**src/rtl/mod9_disp_pkg.sv**
```systemverilog
// Shared types and constants for the base-9 two-digit display driver.
// Digit modulus, refresh FSM state encoding and the seven-segment table live here.
package mod9_disp_pkg;

    typedef enum logic [1:0] {
        UNITS   = 2'd0,
        BLANK_T = 2'd1,
        TENS    = 2'd2,
        BLANK_U = 2'd3
    } disp_state_t;

    localparam int DIGIT_MOD = 9;

    // Active-high {g,f,e,d,c,b,a} patterns for digits 0..8
    localparam logic [6:0] SEG_TABLE [DIGIT_MOD] = '{
        7'h3F, 7'h06, 7'h5B, 7'h4F, 7'h66, 7'h6D, 7'h7D, 7'h07, 7'h7F
    };

endpackage

```
**src/rtl/mod9_display_driver_seg7_enc.sv**
```systemverilog
// Combinational digit-to-segment encoder; any code outside 0..8 renders blank.
module seg7_enc
    import mod9_disp_pkg::*;
(
    input  logic [3:0] digit,
    output logic [6:0] seg
);

    always_comb begin
        seg = 7'h00;
        for (int i = 0; i < DIGIT_MOD; i++) begin
            if (digit == 4'(i)) begin
                seg = SEG_TABLE[i];
            end
        end
    end

endmodule

```
**src/rtl/mod9_display_driver.sv**
```systemverilog
// Two-digit base-9 display driver: extends an upstream mod-9 units counter with a
// tens digit and multiplexes both digits onto a shared seven-segment bus.
//
//   state   | meaning
//   UNITS   | units digit shown, an=01, held REFRESH_DIV cycles
//   BLANK_T | one blank cycle before switching to tens, an=00
//   TENS    | tens digit shown, an=10, held REFRESH_DIV cycles
//   BLANK_U | one blank cycle before switching to units, an=00
module mod9_display_driver
    import mod9_disp_pkg::*;
#(
    parameter int REFRESH_DIV = 4
) (
    input  logic       clk,
    input  logic       reset,
    input  logic [3:0] count_in,
    input  logic       en,
    output logic       carry,
    output logic [3:0] tens,
    output logic       overflow,
    output logic       err,
    output logic [1:0] an,
    output logic [6:0] seg
);

    localparam logic [7:0] CNT_LAST  = 8'(REFRESH_DIV - 1);
    localparam logic [3:0] DIGIT_TOP = 4'(DIGIT_MOD - 1);

    disp_state_t state, state_nxt;
    logic [7:0]  refresh_cnt;
    logic [3:0]  units_q;
    logic [3:0]  prev_q;
    logic        prev_valid;
    logic        wrap;
    logic [3:0]  digit_sel;
    logic [6:0]  enc_seg;

    // A carry needs a real 8->0 step; a 0 after anything else is an upstream reset
    assign wrap = en && prev_valid && (prev_q == DIGIT_TOP) && (count_in == 4'd0);

    always_ff @(posedge clk or negedge reset) begin
        if (!reset) begin
            units_q    <= 4'd0;
            prev_q     <= 4'd0;
            prev_valid <= 1'b0;
            carry      <= 1'b0;
            overflow   <= 1'b0;
            tens       <= 4'd0;
            err        <= 1'b0;
        end else begin
            carry    <= wrap;
            overflow <= wrap && (tens == DIGIT_TOP);
            if (wrap) begin
                tens <= (tens == DIGIT_TOP) ? 4'd0 : tens + 4'd1;
            end
            if (en) begin
                units_q    <= count_in;
                prev_q     <= count_in;
                prev_valid <= 1'b1;
                if (count_in > DIGIT_TOP) begin
                    err <= 1'b1;
                end
            end
        end
    end

    always_comb begin
        state_nxt = state;
        case (state)
            UNITS:   if (refresh_cnt == CNT_LAST) state_nxt = BLANK_T;
            BLANK_T: state_nxt = TENS;
            TENS:    if (refresh_cnt == CNT_LAST) state_nxt = BLANK_U;
            BLANK_U: state_nxt = UNITS;
            default: state_nxt = UNITS;
        endcase
    end

    always_ff @(posedge clk or negedge reset) begin
        if (!reset) begin
            state       <= UNITS;
            refresh_cnt <= 8'd0;
        end else begin
            state       <= state_nxt;
            refresh_cnt <= (state_nxt != state) ? 8'd0 : refresh_cnt + 8'd1;
        end
    end

    always_comb begin
        an = 2'b00;
        case (state)
            UNITS:   an = 2'b01;
            TENS:    an = 2'b10;
            default: an = 2'b00;
        endcase
    end

    assign digit_sel = (state == TENS) ? tens : units_q;

    seg7_enc u_seg7_enc (
        .digit (digit_sel),
        .seg   (enc_seg)
    );

    assign seg = (state == UNITS || state == TENS) ? enc_seg : 7'h00;

endmodule

```
**config.mk**
```make
export PLATFORM = sky130hd
export DESIGN_NAME = mod9_display_driver
export DESIGN_NICKNAME = d
export VERILOG_FILES = /design/src/rtl/mod9_disp_pkg.sv /design/src/rtl/mod9_display_driver_seg7_enc.sv /design/src/rtl/mod9_display_driver.sv
export SDC_FILE = /design/constraint.sdc
export NUM_CORES = 1
export LEC_CHECK = 0
export CORE_ASPECT_RATIO = 1.25
export CORE_MARGIN = 8
export CORE_UTILIZATION = 47
export CTS_CLUSTER_DIAMETER = 60
export DETAILED_ROUTE_END_ITERATION = 16
export GPL_ROUTABILITY_DRIVEN = 0
export PLACE_DENSITY = 0.75
export SETUP_SLACK_MARGIN = 0.4
export SKIP_LAST_GASP = 1
export SYNTH_ARGS = -nofsm -noshare
export SYNTH_HDL_FRONTEND = slang
export SYNTH_HIERARCHICAL = 1
export SYNTH_SLANG_ARGS = --single-unit
```
**constraint.sdc**
```tcl
create_clock -name clk -period 2.35 [get_ports clk]
set_clock_uncertainty 0.05 [all_clocks]
set_input_delay 0.47 -clock clk [delete_from_list [all_inputs] [get_ports clk]]
set_output_delay 0.47 -clock clk [all_outputs]
set_load 0.005 [all_outputs]
```
==> impl_metrics.py <==
metrics = {
    "run_status": {
        "status": "finished with violations",
        "violations": "setup timing",
    },
    "clocking": {
        "h-tree-depth": 1,
        "root_buffer": "clkbuf_4",
        "clock-sinks": 22,
        "clkTransAtPathRegs_ps": 120,
        "cts_buffer_depth": 2,
        "cts_tree": "done",
        "cts_buffers": 3,
        "cts_hold_buffers": 0,
        "clk-insertion-delay-late_ps": 300,
    },
    "floorplan": {
        "start_util": 0.496,
        "io-pin-count": 23,
        "core_sq_mm": 0.00271,
        "die_h_um": 75.7,
        "num_rows": 21,
        "die_area_sq_mm": 0.00483,
        "die_x_um": 63.8,
    },
    "final_layout": {
        "antenna_cells": 0,
        "layout_commonest_cell": "buf_4",
        "regArea_sq_um": 552,
        "syn_to_final_growth_pct": 45.4,
        "fin_nets": 193,
        "nFillCells": 196,
        "multi_input_area_sq_um": 833,
        "final_cell_mix": "22 x buf_4, 21 x dfrtp_1, 13 x clkdlybuf4s50_1",
        "drive_gt1_frac": 0.413,
        "utilization": 0.721,
    },
    "sta": {
        "timing.hold.ws_ps": 424,
        "max_slew_margin": 0.704,
        "tns_ps": -1610,
        "max_freq_mhz": 379,
        "worst_slack_ps": -288,
        "final-setup-viol-count": 7,
        "hold_viol_final": 0,
        "maxSlewViolCount": 0,
        "rsz0062_at_grt": "yes",
        "final.min_clock_period_ps": 2640,
        "timing.final.crit_share": 1.12,
        "worst_slew_pin_slew_ps": 441,
    },
    "route": {
        "via_per_inst": 5.55,
        "drt_wl_total_um": 3420,
        "ant_nets": 0,
        "drt-pass1-iter-count": 4,
        "drcViolationCount": 0,
        "drtIter0Drc": 54,
        "wl_per_cell_um": 16.1,
        "num_vias": 1182,
    },
    "yosys": {
        "syn_area_sq_mm": 0.00134,
        "ys_types": 40,
        "ys_warn_count": 6,
        "synthCells": 128,
        "synth_edf_count": 0,
        "synth_seq_area_share": 0.410,
        "syn-mean-instance-area_sq_um": 10.5,
        "synth-async-reset-ratio": 1.00,
        "synth_seq_cells": 22,
        "syn_nets": 141,
        "synthFlopType": "dfrtp_1",
    },
    "global_route": {
        "grt_pass1_vias": 1231,
        "overflow": 0,
        "grt_max_degree": 23,
        "grt_pass1_wl_um": 5690,
        "grtUsageTotal": 0.147,
        "antenna_found_initial": 0,
    },
    "worst_setup_path": {
        "critPathLaunchType": "flip-flop",
        "cp_max_fo": 6,
        "crit_path_end_kind": "primary output",
        "critical_path_class": "reg -> out",
        "r2r_cells": 10,
        "crit_arrival_ps": 2120,
        "crit_required_ps": 1830,
    },
    "min_path": {
        "worstHoldPathType": "reg -> reg",
        "hold_depth": 1,
    },
    "placed_design": {
        "dp.final_hpwl_um": 2290,
        "io_buffers": 22,
        "dp_slack_ps": -278,
    },
    "run": {
        "maxCapViolations": 0,
    },
    "power_and_ir_drop": {
        "p_leak_nw": 0.880,
        "pwr_density_cell_mw_per_mm2": 457,
        "ir_drop_mv": 0.347,
        "p_total_mw": 0.891,
    },
}
-- report_power, final --
part | internal [mW] | switching [mW] | leakage (nW)
Combinational | 0.112 | 0.0921 | 0.585
Clock | 0.172 | 0.114 | 0.0279
Sequential | 0.390 | 0.0107 | 0.268
-- final timing paths --
path,endpoint,slack (ps),startpoint
max,seg[3],-290,state[0]
min,prev_valid,420,prev_valid
max reg2reg,refresh_cnt[4],400,state[0]
min reg2reg,prev_valid,420,prev_valid
max in group asynchronous,state[0],1570,reset
min in group asynchronous,err,440,reset
-- final cells by class --
type                    instances  share of cell area
well taps                      34              0.0218
flip-flops and latches         22               0.283
clock inverters                 1              0.0154
multi-input cells              93               0.427
repair buffers                 52               0.226
inverters                       8              0.0154
clock buffers                   3              0.0115
-- stage by stage --
step,std cells,area [sq um]
3_5_place_dp,194,1710
6_report,213,1950
3_3_place_gp,194,1710
4_1_cts,210,1880
5_1_grt,213,1950
2_1_floorplan,128,1390
-- synth_stat cells, types with 2 or more instances --
| master | n | area [sq um] |
|---|---|---|
| nor2_1 | 4 | 15.0 |
| or3_1 | 5 | 31.3 |
| ha_1 | 6 | 75.1 |
| nand3_1 | 5 | 25.0 |
| a21oi_1 | 4 | 20.0 |
| a211oi_1 | 3 | 22.5 |
| mux2_2 | 8 | 90.1 |
| nor3_1 | 7 | 35.0 |
| inv_1 | 8 | 30.0 |
| clkbuf_1 | 2 | 7.51 |
| o21ai_0 | 6 | 30.0 |
| and4b_1 | 2 | 20.0 |
| or2_2 | 2 | 12.5 |
| dfrtp_1 | 22 | 551 |
| o21bai_1 | 3 | 22.5 |
| nor2b_1 | 7 | 43.8 |
| xor2_1 | 3 | 26.3 |
| nand2_1 | 3 | 11.3 |
| buf_6 | 2 | 22.5 |
| nand4_1 | 3 | 18.8 |
| mux2_1 | 2 | 22.5 |
| mux2i_1 | 3 | 30.0 |
-- routing by layer --
metal / wire length [um] / track usage / up-vias
li1: - / - / 565
met1: 1440 / 0.158 / 592
met2: 1860 / 0.292 / 21
met3: 97 / 0.0221 / 4
met4: 28 / 0.0372 / 0
met5: 0 / 0 / -
-- cell families after synthesis --
logic type	Yosys count	share of synthesized area
and+or+nand+nor	43	0.197
AOI/OAI and AO/OA	26	0.150
DFF	22	0.410
buffers and inverters	14	0.0541
muxes	13	0.106
adders and majority gates	6	0.0560
xor gates and xnor gates	4	0.0261
-- critical path, cell delays in order, from the launching register on --
cell and delay [ps]:
dfrtp_2 430, inv_2 70, ha_4 170, mux2_4 350, nor2b_4 200, buf_6 130
a21oi_2 40, o21bai_1 150, nor2b_2 150, buf_2 120
-- registers in the layout, indices dropped and copies added, names as in the netlist --
signal       flops
err              1
prev_q           4
tens             4
refresh_cnt      8
carry            1
overflow         1
prev_valid       1
state            2
-- timing repair --
action / in CTS / in global routing
resized for setup: 49 / 10
endpoints found under the hold margin: 0 / 0
pin swaps: 5 / 7
buffers inserted: 11 / 3
endpoints found under the setup margin: 9 / 17
gates cloned: 1 / 0
(Power assumes the default switching activity.)
